--- config.mk ---
export PLATFORM = sky130hd
export DESIGN_NAME = fetch_redirect_unit
export DESIGN_NICKNAME = d
export VERILOG_FILES = /design/src/rtl/fetch_redirect_unit.sv
export SDC_FILE = /design/constraint.sdc
export NUM_CORES = 1
export LEC_CHECK = 0
export CAP_MARGIN = 5
export CORE_UTILIZATION = 50
export DETAILED_ROUTE_END_ITERATION = 8
export PLACE_DENSITY = 0.81
export SETUP_SLACK_MARGIN = 0.15
export SLEW_MARGIN = 10
export SYNTH_ARGS = -nofsm -noshare
export SYNTH_HDL_FRONTEND = slang
export SYNTH_SLANG_ARGS = --single-unit
export TNS_END_PERCENT = 20
--- constraint.sdc ---
create_clock -name clk -period 4.2 [get_ports clk]
set_input_delay 0.84 -clock clk [delete_from_list [all_inputs] [get_ports clk]]
set_output_delay 0.84 -clock clk [all_outputs]
set_load 0.01 [all_outputs]
--- src/rtl/fetch_redirect_unit.sv ---
// Front-end fetch PC owner: advances the PC, applies EX-stage branch/jump redirects,
// squashes younger instructions and parks a redirect until instruction memory is ready.
module fetch_redirect_unit #(
    parameter logic [31:0] RESET_PC      = 32'h00400000,
    parameter int          SQUASH_CYCLES = 1,
    parameter int          CNT_W         = 32
) (
    input  logic             clk,
    input  logic             reset,
    input  logic             stall,
    input  logic             imem_ready,
    input  logic             redirect_valid,
    input  logic [31:0]      redirect_target,
    output logic [31:0]      pc,
    output logic [31:0]      pc_plus4,
    output logic             fetch_valid,
    output logic             flush_if_id,
    output logic             flush_id_ex,
    output logic             redirect_pending,
    output logic [CNT_W-1:0] redirect_count,
    output logic             misaligned_err
);

    typedef enum logic [1:0] {
        BOOT   = 2'd0,
        RUN    = 2'd1,
        SQUASH = 2'd2,
        PEND   = 2'd3
    } state_t;

    localparam logic [2:0] SQ_LOAD = 3'(SQUASH_CYCLES);

    state_t             state_r;
    state_t             state_s;
    logic [31:0]        pc_r;
    logic [31:0]        pc_s;
    logic [2:0]         sq_cnt_r;
    logic [2:0]         sq_cnt_s;
    logic [31:0]        pend_tgt_r;
    logic [31:0]        pend_tgt_s;
    logic [CNT_W-1:0]   count_r;
    logic [CNT_W-1:0]   count_s;
    logic               mis_r;
    logic               mis_s;
    logic               pending_r;
    logic               fetch_valid_s;
    logic               flush_s;
    logic               accept_s;
    logic [31:0]        target_s;
    logic [31:0]        pc_plus4_s;

    assign pc_plus4_s = pc_r + 32'd4;
    assign target_s   = {redirect_target[31:2], 2'b00};
    assign accept_s   = redirect_valid & (state_r != BOOT);

    // Next-state, next-PC and same-cycle fetch/flush outputs
    always_comb begin
        state_s       = state_r;
        pc_s          = pc_r;
        sq_cnt_s      = sq_cnt_r;
        pend_tgt_s    = pend_tgt_r;
        count_s       = count_r;
        mis_s         = mis_r;
        fetch_valid_s = 1'b0;
        flush_s       = 1'b0;

        case (state_r)
            BOOT: begin
                state_s = RUN;
            end
            RUN: begin
                fetch_valid_s = imem_ready & ~stall;
                if (fetch_valid_s) begin
                    pc_s = pc_plus4_s;
                end else begin
                    pc_s = pc_r;
                end
            end
            SQUASH: begin
                if (stall) begin
                    sq_cnt_s = sq_cnt_r;
                end else if (sq_cnt_r <= 3'd1) begin
                    sq_cnt_s = 3'd0;
                    state_s  = RUN;
                end else begin
                    sq_cnt_s = sq_cnt_r - 3'd1;
                end
            end
            PEND: begin
                if (imem_ready && !stall) begin
                    pc_s    = pend_tgt_r;
                    count_s = count_r + CNT_W'(1);
                    if (SQ_LOAD != 3'd0) begin
                        state_s  = SQUASH;
                        sq_cnt_s = SQ_LOAD;
                    end else begin
                        state_s  = RUN;
                        sq_cnt_s = 3'd0;
                    end
                end else begin
                    state_s = PEND;
                end
            end
            default: begin
                state_s = BOOT;
            end
        endcase

        // An accepted redirect overrides stall and whatever the state chose above
        if (accept_s) begin
            flush_s = 1'b1;
            if (redirect_target[1:0] != 2'b00) begin
                mis_s = 1'b1;
            end else begin
                mis_s = mis_r;
            end
            if (imem_ready) begin
                pc_s    = target_s;
                count_s = count_r + CNT_W'(1);
                if (SQ_LOAD != 3'd0) begin
                    state_s  = SQUASH;
                    sq_cnt_s = SQ_LOAD;
                end else begin
                    state_s  = RUN;
                    sq_cnt_s = 3'd0;
                end
            end else begin
                pc_s       = pc_r;
                count_s    = count_r;
                pend_tgt_s = target_s;
                state_s    = PEND;
            end
        end else begin
            flush_s = 1'b0;
        end
    end

    // State, PC, pending target, counters and sticky error
    always_ff @(posedge clk or posedge reset) begin
        if (reset) begin
            state_r    <= BOOT;
            pc_r       <= RESET_PC;
            sq_cnt_r   <= 3'd0;
            pend_tgt_r <= 32'd0;
            count_r    <= '0;
            mis_r      <= 1'b0;
            pending_r  <= 1'b0;
        end else begin
            state_r    <= state_s;
            pc_r       <= pc_s;
            sq_cnt_r   <= sq_cnt_s;
            pend_tgt_r <= pend_tgt_s;
            count_r    <= count_s;
            mis_r      <= mis_s;
            pending_r  <= (state_s == PEND);
        end
    end

    assign pc               = pc_r;
    assign pc_plus4         = pc_plus4_s;
    assign fetch_valid      = fetch_valid_s;
    assign flush_if_id      = flush_s;
    assign flush_id_ex      = flush_s;
    assign redirect_pending = pending_r;
    assign redirect_count   = count_r;
    assign misaligned_err   = mis_r;

endmodule

* Yosys cells after proc, flatten, opt, wreduce, memory -nomap -nowiden *
Index checks and enable logic that the tools add are counted.

word-level totals
  register bits after elaboration = 101
  bits in latches = 0
  RAM bits = 0
  bits in read-only memories = 0
  input bits = 37
  output and inout port bits = 101
  logic and storage cells = 57
  memories = 0

cells by class
  add/sub/neg operators = 3
  multiply operators = 0
  div/mod/pow operators = 0
  order comparisons = 1
  equal/unequal tests = 7
  shifts and indexed selects = 0
  multiplexer cells = 23
  bitwise logic cells = 4
  reduce and logical (&&, ||, !) cells = 12

operators by type and width
  cell                     count
  $mux W32                 8
  $pmux W32 S2             1
  $add A32 B1 Y32 const B  1
  $add A32 B3 Y32 const B  1
  $mux W3                  5
  $reduce_bool A2 Y1       4
  $eq A2 B2 Y1 const B     3
  $mux W2                  3
  $ne A3 B3 Y1 const B     2
  $pmux W2 S3              1
  $pmux W3 S2              1
  $mux W1                  4
  $reduce_and A2 Y1        2
  $reduce_and A4 Y1        1
  $le A3 B1 Y1 const B     1
  $reduce_and A3 Y1        1
  $reduce_bool A3 Y1       1
  $sub A3 B1 Y3 const B    1
  $and A1 B1 Y1            2
  $eq A2 B1 Y1 const B     1
  $logic_not A2 Y1         1
  $ne A2 B2 Y1 const B     1
  $not A1 Y1               2
  $logic_and A1 B1 Y1      1
  $logic_not A1 Y1         1

* Depth between registers and ports, before layout *
Gate-level depths: netlist of run 1.

  depth after elaboration = 6
  gate-level depth with buffers = 8
  depth with buffers taken out = 6

* Worst setup path before layout of run 1 *
No wires, ideal clock.

  path kind = register to output
  from = reg pc_r[3] (netlist: pc[3])
  to = out pc_plus4[26]
  arrival = 1.757 ns
  setup slack = 1.603 ns
  stages on the path, launching flop included = 7
  cell sequence = dfrtp_1 -> ha_1 -> clkbuf_1 -> nand2_1 -> nor3_2 -> nand4_1 -> xnor2_1

between the ends
  word-level cells in the longest chain between the ends = 1

RTL lines
  element                   RTL line  RTL
  start: declaration        35        logic [31:0] pc_r;
  start signal: assignment  150       pc_r <= pc_s;
  $add A32 B3 Y32           52        assign pc_plus4_s = pc_r + 32'd4;
  end: declaration          15        output logic [31:0] pc_plus4,

Every way passes these cells.

* Worst setup path in the final report of run 1 *
  from = reg pc_r[12] (netlist: pc[12])
  to = out pc_plus4[25]

Same word-level chain as after synthesis.

==> impl_summary.md, run 1 <==
Outcome
The run finished with clean final reports.

GRT
The met1 usage is 35.2%. Across every metal layer, demand over resource in global routing totals between 20% and 30%. For this run, global-route usage on met2 was measured as 42.3%. The global-route wire length before repair is 23.8 mm. The via count of the first global-routing pass is ~4800.

Global routing consumed, on the met3 layer, 5.52% of the routing resources. The sum of overflow across all layers after global routing is 0. The initial antenna violation count was 0. Entering global routing, the biggest net connects 88 pins.

The layer flagged by global routing as most heavily used is met2.

Power and ir drop
The internal power summed over all cells is 0.00256 W. In this run switching power makes up 40.1% of total power. The relative contribution of the clock network to total power is 14.2%. The combinational group share of total power is 47.9%.

VDD sags by at most 349 uV. The analysis attributes to cell leakage a power of 2.89 nW. For this design the total switching power over the nets is 0.00171 W.

For this design the ratio of total power to cell area is 604 nW/um^2. The register share of total power is 38.0%.

Placement
The count of buffers inserted at the top-level ports is 133. The total instance count after detailed placement is 817. The pre-CTS worst setup slack is 756 ps. After legalization and detailed placement, the total HPWL measured 10.3 mm. At the end of routability-driven placement, the weighted congestion stood at 0.845.

Logic synthesis
The sequential area share after synthesis is 45.5%. The dominant cell type by area after synthesis is sky130_fd_sc_hd__dfrtp_1. The number of synthesized flops with an enable pin is 0.

The number of flip-flops and latches in the synthesized netlist is 99. The most used flip-flop cell after synthesis is sky130_fd_sc_hd__dfrtp_1. The Yosys warning count is 0. Yosys attributes the largest share of cell area to sky130_fd_sc_hd__dfrtp_1, sky130_fd_sc_hd__xnor2_1, sky130_fd_sc_hd__mux2_2. The average footprint of a synthesized cell is 9.49 sq um.

Summed over its instances, the top area cell type makes up 45.0% of the synthesized netlist area. The cell count after synthesis came out at approximately 570. The async set or reset register ratio after synthesis is 100%.

The cell area after synthesis is approximately 5400 sq um. The number of distinct library cell variants in the gate-level netlist after synthesis is between 50 and 60.

Worst setup path
The terminus of the critical flop-to-flop path is redirect_count[10]. The worst register-to-register path has a depth of 7. At the worst endpoint, the required time is between 3000 and 4000 ps. Walking the worst path, the cells encountered are nand3_1 > nor4_2 > and2_0 > nand2_1 > xnor2_1 > clkdlybuf4s50_1.

The startpoint identified for the worst register-to-register timing path is state_r[0]. The number of buffers and inverters on the critical path is 1. The highest-delay cell along the critical path is sky130_fd_sc_hd__clkdlybuf4s50_1. The worst setup slack for register-to-register paths is 1730 ps. STA classifies the critical path endpoint as an output port. STA classifies the critical path startpoint as a flop. The arrival time at the worst endpoint is 2980 ps.

The worst setup path category is reg2out. The cell family with the largest share of critical-path delay is simple AND/OR/NAND/NOR gates. The largest incremental delay on the critical path is 560 ps. The peak fanout along the critical path is 10.

Hold path
The end of the worst hold path is redirect_count[31]. Counting instances, the worst hold path has a depth of 1. The launch point of the worst hold path is redirect_count[31]. The tightest min-delay check is of the reg2reg type.

Die
The floorplan step defined a die boundary enclosing 11300 sq um. For this configuration, the core starts out at a cell density of a little over half. The count of pins on the block boundary is ~140. The die is around 110 um tall. The total area inside the core boundary comes to ~10000 sq um.

The x dimension of the die is between 100 and 150 um. In this run the core area contains 37 standard-cell rows.

Detailed routing
The routed wire length is ~14 mm. The mean routed wirelength per cell is 17.4 um. The residual DRC count is 0.

The detailed-router iteration count before antenna repair is 5. The vias after detailed routing is 4986. Dividing the detail-routed via count by the number of cells gives 5.99. The remaining antenna violation count after routing is 0. The number of design-rule violations left by the first detailed-router iteration is 230.

Final layout
The number of antenna diodes in the final layout is 0. The multi-input combinational cells in the finished layout cover a total of 2800 sq um. The share of layout cells above drive strength 1 is under 10%. The area growth from synthesis to layout is 29.8%. The final standard cell count with taps included and fillers excluded is 833. The number of filler cells placed in the layout is 820.

At the end of the flow, the number of nets in the layout was 732. The area taken by flip-flops and latches is around 2500 sq um.

STA
Setup repair after global routing left no endpoint under its margin. In the finished design, the share of the clock period the worst path needs comes to 91.1%. The post-route clock skew is 12.8 ps.

Derived from the worst setup path, the maximum achievable clock frequency is 0.261 GHz. The setup TNS is 0 ps. The number of endpoints failing setup at the final stage is 0. The final hold slack is about 500 ps. The final number of hold-violating endpoints is 0. The final count of pins violating max slew is 0.

Headroom to the max-slew limit came out at 28.1%. The clock period could shrink to 3820 ps. The final worst-path setup slack is between 300 and 400 ps. The slew at the pin closest to its max-slew limit is 1080 ps.

Clock network
Clock tree synthesis inserted a total of 9 buffers. The longest clock path from root to sink contains 2 buffers. The clock insertion delay at the later pin of the skew report is around 370 ps. TritonCTS built the clock tree. Clock-pin slew was measured on the worst setup and hold paths at 100 ps.

Once the clock tree was built, the resizer swapped 0 gates to a different size. The H-tree was split into 3 levels. Buffers added to address setup during post-CTS repair amount to 0. The clock net in this run drives a total of 99 sinks. The count of hold-fix buffers inserted at cts is 0. The tree is rooted in a sky130_fd_sc_hd__clkbuf_8.

Job
The tool flagged a number of max-cap violations equal to 0.
## how the worst max path moves through the flow
stage,from,slack [ps],end,cells after the start
floorplan,reset,770,misaligned_err,1
global placement,pc[2],890,pc_plus4[22],6
detailed placement,redirect_valid,760,redirect_count[24],8
CTS,pc[12],380,pc_plus4[25],6
global route,pc[12],180,pc_plus4[25],6
finish,pc[12],380,pc_plus4[25],6
## final cells by class
type | instances | share of cell area (%)
Inverter | 12 | 0.673
Timing Repair Buffer | 139 | 19.6
Tap cell | 136 | 2.41
Clock buffer | 12 | 1.91
Sequential cell | 99 | 35.1
Multi-Input combinational cell | 431 | 39.6
Clock inverter | 4 | 0.743
## power by group through the flow
stage          logic (W)  clock network (W)  registers (W)
6_report         0.00204           0.000604        0.00162
5_1_grt          0.00221           0.000653        0.00167
4_1_cts          0.00204           0.000614        0.00161
3_5_place_dp     0.00202                  0        0.00163
3_3_place_gp     0.00199                  0        0.00161
2_1_floorplan    0.00107                  0        0.00158
## cell usage in the layout (no fill, tap or decap), types with 3 or more instances in the layout
master,netlist,layout
sky130_fd_sc_hd__nand2_1,58,58
sky130_fd_sc_hd__buf_4,5,5
sky130_fd_sc_hd__clkbuf_8,0,9
sky130_fd_sc_hd__a31oi_1,7,6
sky130_fd_sc_hd__and3_1,20,20
sky130_fd_sc_hd__o311ai_0,8,8
sky130_fd_sc_hd__mux2_2,32,32
sky130_fd_sc_hd__conb_1,1,4
sky130_fd_sc_hd__clkbuf_1,15,3
sky130_fd_sc_hd__inv_1,11,10
sky130_fd_sc_hd__o21ai_0,25,25
sky130_fd_sc_hd__dfrtp_1,98,98
sky130_fd_sc_hd__nand4_1,22,22
sky130_fd_sc_hd__and2_1,4,4
sky130_fd_sc_hd__nor3_1,11,11
sky130_fd_sc_hd__and4_1,5,5
sky130_fd_sc_hd__o22ai_1,9,9
sky130_fd_sc_hd__nor3_2,3,3
sky130_fd_sc_hd__clkinvlp_4,0,3
sky130_fd_sc_hd__nand3_1,41,41
sky130_fd_sc_hd__xor2_1,17,17
sky130_fd_sc_hd__clkdlybuf4s50_1,0,133
sky130_fd_sc_hd__xnor2_1,42,42
sky130_fd_sc_hd__a21oi_1,42,42
sky130_fd_sc_hd__a21o_1,3,3
sky130_fd_sc_hd__nor2_1,32,31
sky130_fd_sc_hd__o31a_1,4,4
sky130_fd_sc_hd__mux2i_1,6,6
sky130_fd_sc_hd__ha_1,3,3
sky130_fd_sc_hd__o211ai_1,3,3
## logic make-up after synthesis
logic type | Yosys count | synth area share [%]
and+or+nand+nor | 212 | 19.8
AOI/OAI and AO/OA | 115 | 12.9
DFF | 99 | 45.5
xor gates and xnor gates | 59 | 9.49
buffers and inverters | 47 | 3.74
muxes | 38 | 7.72
adders and majority gates | 3 | 0.689
other | 1 | 0.0689
## Yosys cell counts (all sizes together), types with 2 or more instances
| cell | count |
|---|---|
| a21o | 3 |
| a21oi | 43 |
| a2bb2oi | 2 |
| a31oi | 7 |
| and2 | 5 |
| and3 | 20 |
| and4 | 5 |
| buf | 20 |
| clkbuf | 15 |
| dfrtp | 98 |
| ha | 3 |
| inv | 12 |
| mux2 | 32 |
| mux2i | 6 |
| nand2 | 58 |
| nand3 | 41 |
| nand4 | 22 |
| nor2 | 32 |
| nor2b | 2 |
| nor3 | 14 |
| nor4 | 3 |
| o211ai | 3 |
| o21a | 2 |
| o21ai | 26 |
| o22ai | 9 |
| o311ai | 8 |
| o31a | 4 |
| o32a | 2 |
| or3 | 3 |
| xnor2 | 42 |
| xor2 | 17 |
## stage by stage
| step | util (%) | cell area [sq um] | power [W] |
|---|---|---|---|
| 2_1_floorplan | - | 5460 | 0.00265 |
| 3_3_place_gp | 65.8 | 6880 | 0.00360 |
| 3_5_place_dp | 65.8 | 6880 | 0.00365 |
| 4_1_cts | 67.6 | 7070 | 0.00427 |
| 5_1_grt | 67.6 | 7070 | 0.00452 |
| 6_report | 67.6 | 7070 | 0.00427 |
## per-layer routing
metal | vias up | routed length, um
met2 | 225 | 6860
met4 | 0 | 363
met3 | 28 | 1110
met1 | 2445 | 6160
met5 | - | 0
li1 | 2288 | -
## worst register-to-register path: stages (launching register included)
cell and delay, ps:
sky130_fd_sc_hd__dfrtp_1 650, sky130_fd_sc_hd__o21ai_2 110, sky130_fd_sc_hd__inv_2 150, sky130_fd_sc_hd__buf_4 360, sky130_fd_sc_hd__a21oi_2 160, sky130_fd_sc_hd__nor3_1 560, sky130_fd_sc_hd__nand4_1 210, sky130_fd_sc_hd__xnor2_1 160
## registers in the layout, summed over array words and instances, names as in the netlist
name,count
misaligned_err,1
pc,30
pend_tgt_r,30
redirect_count,32
redirect_pending,1
sq_cnt_r,3
state_r,2
Note: power is estimated with default switching activity, not from simulation.
==> inputs of run 2 (changes only) <==
- CTS_CLUSTER_DIAMETER: unset -> 80
- clock period: 4.2 -> 4.94 ns (I/O delays scaled with it)
==> impl_summary.md, run 2 (synthesis gave the netlist of run 1 again) <==
Outcome
The flow ran to the end, and the final reports show no timing, DRC or antenna violations.

Final layout
The post-layout utilization of the core is 67.5% (about the same). The final standard cell count with taps included and fillers excluded is 832 (-0.12%). The final layout net count is 731 (-0.14%). The most common cell after layout, fill and taps aside is sky130_fd_sc_hd__clkdlybuf4s50_1. The flip-flop count of the largest register, all copies and words added came to 32 (unchanged). The synthesis-to-layout area growth is 29.7% (about the same).

The top cell types in the final layout, fill and taps aside, are sky130_fd_sc_hd__clkdlybuf4s50_1, sky130_fd_sc_hd__dfrtp_1, sky130_fd_sc_hd__nand2_1. The number of diodes came to 0 (unchanged). The share of layout cells above drive strength 1 came to 9.48% (+0.16 points). The cell area after layout was 7060 sq um (about the same).

Clock network
The clock net sink count is 99 (unchanged). The count of hold-fix buffers inserted at cts was 0 (unchanged). The number of buffers inserted to repair setup after CTS is 0 (unchanged). The clock insertion delay at the later pin of the skew report is 370 ps (about the same). The clock-pin slew reported for the worst setup and hold paths after clock tree synthesis is 90 ps (about the same). The number of CTS-inserted buffers was 9 (unchanged). The clock root buffer is sky130_fd_sc_hd__clkbuf_8. The CTS tree is yes.

The H-tree level count is 3 (unchanged). The post-cts gate resize count is 0 (unchanged). The deepest clock path buffer count is 2 (unchanged).

Worst setup path
The worst setup path is of the reg2out kind. The worst setup path is launched from a flop. The endpoint of the worst setup timing path is pc_plus4[25]. The arrival time at the worst endpoint is 3020 ps (+40 ps). The depth of the worst register-to-register path was 5 (-2). STA classifies the critical path endpoint as an output port. The critical path goes through nand3_1 > nor4_2 > and2_0 > nand2_1 > xnor2_1 > clkdlybuf4s50_1. The worst endpoint required time came to 3950 ps (+590 ps). On the critical path, the stage with the largest delay is an instance of sky130_fd_sc_hd__nor4_2. The largest incremental delay on the critical path is 590 ps (+30 ps). The worst setup slack for register-to-register paths came to 2490 ps (+760 ps). The peak fanout along the critical path came to 10 (unchanged). The source of the critical timing path is pc[12]. The endpoint identified for the worst register-to-register timing path is pend_tgt_r[11]. The source of the worst register-to-register timing path is state_r[0].

Detailed routing
The remaining antenna violation count after routing is 0 (unchanged). The vias after detailed routing is 5084 (+2.0%). The number of design-rule violations left by the first detailed-router iteration is 266 (+16%). The average vias per placed instance is 6.11 (+2.1%). The routed wire length is 15.1 mm (+4.4%). The mean routed wirelength per cell was 18.2 um (+4.5%). The detailed-router iteration count before antenna repair is 6 (+1). The residual DRC count is 0 (unchanged).

Placement
The routability congestion estimate from global placement is 0.847 (+0.19%). The count of buffers inserted at the top-level ports is 133 (unchanged). The total instance count after detailed placement is 816 (-0.12%). The total half-perimeter wirelength after legalization and detailed placement is 10.6 mm (+3.2%). The area after detailed placement was 6870 sq um (-0.11%).

Job
The count of maximum capacitance violations is 0 (unchanged).

Die
The total die area is 11300 sq um (unchanged). The height of the die came to 106 um (unchanged). The count of pins on the block boundary is 138 (unchanged). The x dimension of the die came to 106 um (unchanged). The starting utilization of the core area is 52.1% (unchanged).

The total core area is 10500 sq um (unchanged). The number of placement rows is 37 (unchanged).

Hold path
The cell depth of the worst hold path is 1 (unchanged). The worst hold path belongs to the class reg2reg. The launch point of the worst hold path is redirect_count[27].

STA
The post-route clock skew was 12.1 ps (-0.729 ps). The worst path in the final design needs a cycle of between 4000 and 5000 ps, including I/O delays and setup. Timing would allow up to 0.249 GHz.

The final number of hold-violating endpoints was 0 (unchanged). The number of endpoints failing setup at the final stage is 0 (unchanged). The remaining max-slew budget at the tightest pin is 32.3% (+4.2 points).

The slew at the pin closest to its max-slew limit was 1010 ps (-63.0 ps). The post-route clock period utilization is between 80 and 90%. Setup repair after global routing left no endpoint under its margin.

The final count of pins violating max slew is 0 (unchanged). The setup TNS came to 0 ps (unchanged).

Power and ir drop
The peak supply drop was 335 uV (-4.0%). The total power after layout came to 0.00364 W (-15%). The leakage dissipation is 2.90 nW (+0.20%). The areal power density over the cells is 516 nW/um^2 (-15%).

GRT
The maximum number of pins on one net before global-route repair is 82 (-6.8%). The initial antenna violation count is 0 (unchanged). The global-route wire length before repair was 24.4 mm (+2.4%). The sum of overflow across all layers after global routing is 0 (unchanged). The via count of the first global-routing pass is 4845 (+0.12%). The total routing resource utilization after global routing is 27.2% (+0.57 points).
==> run 2: changes by cell type in the layout (fill, tap and decap cells not counted) <==
cell	delta
sky130_fd_sc_hd__clkbuf_1	-2
sky130_fd_sc_hd__buf_4	-1
sky130_fd_sc_hd__bufinv_16	-1
sky130_fd_sc_hd__clkinvlp_4	-2
sky130_fd_sc_hd__inv_6	+1
sky130_fd_sc_hd__clkinv_4	+2
sky130_fd_sc_hd__clkbuf_8	+2
==> run 2: area by class of cell <==
type	instances	area (sq um)
clock buffer	12	155
clock inverter	4	33.8
timing repair buffer	138	1380
inverter	12	47.5
fill	832	3400
sequential	99	2480
multi-input combinational	431	2800
tap	136	170
==> run 2: power by group <==
group          leakage [nW]  internal [W]  switching (W)
logic                  1.58      0.000894       0.000853
clock network        0.0932      0.000215       0.000292
registers              1.22       0.00104       0.000348
==> run 2: layer usage <==
layer	global-route usage (%)	share of wire [%]
met4	10.9	2.5
met3	5.21	9.3
met5	0	0
met1	35.4	39
met2	44.5	49
==> run 2: how the worst min path moves through the flow <==
stage,slack (ps),endpoint
5_1_grt,510,redirect_count[27]
6_report,500,redirect_count[27]
3_5_place_dp,480,redirect_count[27]
4_1_cts,500,redirect_count[27]
2_1_floorplan,470,pend_tgt_r[13]
3_3_place_gp,460,redirect_count[31]
==> run 2: metrics by stage <==
stage               setup slack [ps]  hold WS [ps]
floorplan                       1360           472
global placement                1180           461
detailed placement              1160           484
CTS                              953           496
global route                     745           513
finish                           931           500
==> run 2: worst max-delay path, delay by kind of cell, from the launching register on <==
kind | cells | cell delay, ps
and+or+nand+nor | 4 | 1410
buffers and inverters | 1 | 550
DFF | 1 | 530
xor gates and xnor gates | 1 | 170
==> inputs of run 3 (changes only) <==
- clock period: 4.94 -> 3.7 ns (I/O delays scaled with it)
==> impl_summary.md, run 3 (synthesis gave the netlist of run 1 again) <==
STA
The slew at the pin closest to its max-slew limit came to 1040 ps (+23.8 ps). The final worst-path setup slack is 198 ps (-733 ps). The final count of pins violating max slew is 0 (unchanged). The routed design could run at a clock period as short as 3500 ps.

The setup TNS is 0 ps (unchanged). The remaining max-slew budget at the tightest pin is 30.7% (-1.6 points). The number of endpoints failing setup at the final stage came to 0 (unchanged). Static timing analysis puts the maximum clock frequency at roughly 0.29 GHz. Setup repair after global routing could not meet its margin everywhere. The post-route clock skew is 8.22 ps (-3.85 ps). The post-route clock period utilization is 94.6%.

The final number of hold-violating endpoints came to 0 (unchanged).

Clock network
The H-tree level count was 3 (unchanged). The deepest clock path buffer count is 2 (unchanged). The clock insertion delay at the later pin of the skew report is 370 ps (about the same). The clock net sink count is 99 (unchanged). The count of hold-fix buffers inserted at cts is 0 (unchanged). The clock-pin slew reported for the worst setup and hold paths after clock tree synthesis was 100 ps (about the same).

The number of CTS-inserted buffers is 9 (unchanged). The clock root buffer is sky130_fd_sc_hd__clkbuf_8. TritonCTS built the clock tree.

GRT
The met1 usage is 35.0% (-0.47 points). The global-route met2 utilization is 45.5% (+1.1 points). The maximum number of pins on one net before global-route repair is 56 (-32%). The sum of overflow across all layers after global routing was 0 (unchanged). The total routing resource utilization after global routing is 27.8% (+0.59 points).

The routing layer with the top usage in global route is met2. The initial antenna violation count was 0 (unchanged). The via count of the first global-routing pass is 4987 (+2.9%).

The global-route wire length before repair is 24.9 mm (+2.0%). The met3 track utilization from global routing is 7.79% (+2.6 points).

Detailed routing
The detailed-router iteration count before antenna repair is 4 (-2). The average vias per placed instance is 5.95 (-2.6%). The number of design-rule violations left by the first detailed-router iteration is 286 (+7.5%). The residual DRC count is 0 (unchanged).

The mean routed wirelength per cell was 17.9 um (-1.5%). The routed wire length is 15.0 mm (-0.64%). The remaining antenna violation count after routing came to 0 (unchanged). The vias after detailed routing is 4996 (-1.7%).

Job
The count of maximum capacitance violations is 0 (unchanged).

Worst setup path
The arrival time at the worst endpoint came to 2760 ps (-260 ps). The depth of the worst register-to-register path was 3 (-2). The worst endpoint required time is 2960 ps (-990 ps). The capturing element type of the critical path is an output port.

The source of the worst register-to-register timing path is state_r[0]. The worst setup path category is reg2out. The worst setup path is launched from a flop. The worst setup slack for register-to-register paths is 1430 ps (-1060 ps).

The peak fanout along the critical path is 7 (-3). In this run the critical register-to-register path is captured at pc[19].

Die
The total die area came to 11300 sq um (unchanged). The starting utilization of the core area is 52.1% (unchanged). The height of the die is 106 um (unchanged). The total core area was 10500 sq um (unchanged). The count of pins on the block boundary is 138 (unchanged). The number of placement rows is 37 (unchanged).

The x dimension of the die is 106 um (unchanged).

Power and ir drop
The leakage dissipation came to 2.99 nW (+3.1%). The total power after layout was 0.00499 W (+37%). The peak supply drop is 492 uV (+47%). The areal power density over the cells is 695 nW/um^2 (+35%).

Outcome
The run finished with clean final reports.

Hold path
The worst hold path terminates at misaligned_err. In this run the worst hold path is classified as reg2reg. The worst hold path begins at misaligned_err. The cell depth of the worst hold path is 1 (unchanged).

Final layout
The most common cell after layout, fill and taps aside is sky130_fd_sc_hd__clkdlybuf4s50_1. In the layout the commonest cells are sky130_fd_sc_hd__clkdlybuf4s50_1, sky130_fd_sc_hd__dfrtp_1, sky130_fd_sc_hd__nand2_1. The share of layout cells above drive strength 1 came to 10.5% (+1.0 points). The flip-flop count of the largest register, all copies and words added is 32 (unchanged).

The post-layout utilization of the core was 68.6% (+1.1 points). The synthesis-to-layout area growth is 31.8%. The number of filler cells placed in the layout was 854 (+2.6%). The number of diodes is 0 (unchanged). The final standard cell count with taps included and fillers excluded was 839 (+0.84%).

The final layout net count is 739 (+1.1%).

Placement
The pre-CTS worst setup slack is 497 ps (-666 ps). The routability congestion estimate from global placement came to 0.910 (+7.5%). The count of buffers inserted at the top-level ports is 133 (unchanged). The total instance count after detailed placement is 822 (+0.74%).

The total half-perimeter wirelength after legalization and detailed placement was 10.7 mm (+0.72%).
-- run 3: layer usage --
metal | part of all wire (%) | wire [um]
met1 | 41 | 6220
met2 | 49 | 7390
met3 | 7.7 | 1160
met4 | 1.7 | 263
met5 | 0 | 0
-- run 3: worst max-delay path by stage --
stage	from	end	slack, ps	depth (start not counted)
detailed placement	pc[12]	pc_plus4[27]	500	6
floorplan	reset	misaligned_err	370	1
CTS	pc[5]	pc_plus4[30]	130	5
finish	pc[5]	pc_plus4[14]	200	5
global placement	pc[12]	pc_plus4[27]	600	6
global route	pc[12]	pc_plus4[27]	90	6
-- run 3: what timing repair did --
item | in CTS | in global routing
pin swaps | 0 | 2
setup endpoints to repair | 4 | 12
gates resized for setup | 2 | 4
buffers inserted | 0 | 2
-- run 3: final cells by class --
class	instances	area [sq um]	area share [%]
Multi-Input combinational cell	431	2830	39.5
Sequential cell	99	2480	34.5
Timing Repair Buffer	146	1440	20.1
Tap cell	136	170	2.37
Clock buffer	11	131	1.83
Clock inverter	4	76.3	1.06
Inverter	12	47.5	0.662
-- run 3: critical path, stage by stage, from the launching register on --
cell and delay, ps:
sky130_fd_sc_hd__dfrtp_1 470, sky130_fd_sc_hd__nand4_1 350, sky130_fd_sc_hd__or3_1 560, sky130_fd_sc_hd__nor2_1 180, sky130_fd_sc_hd__xor2_1 250, sky130_fd_sc_hd__clkdlybuf4s50_1 590
-- run 3: per-stage QoR --
stage	cell area, sq um	hold slack, ps
finish	7180	488
CTS	7140	492
global placement	6920	460
floorplan	5460	472
detailed placement	6920	465
global route	7180	511
-- run 3: power breakdown --
part,leakage (nW),switching [W],total [W],internal (W)
registers,1.22,0.000458,0.00185,0.00139
clock network,0.0996,0.000384,0.000764,0.000380
logic,1.66,0.00117,0.00238,0.00121
total,2.99,0.00201,0.00499,0.00298
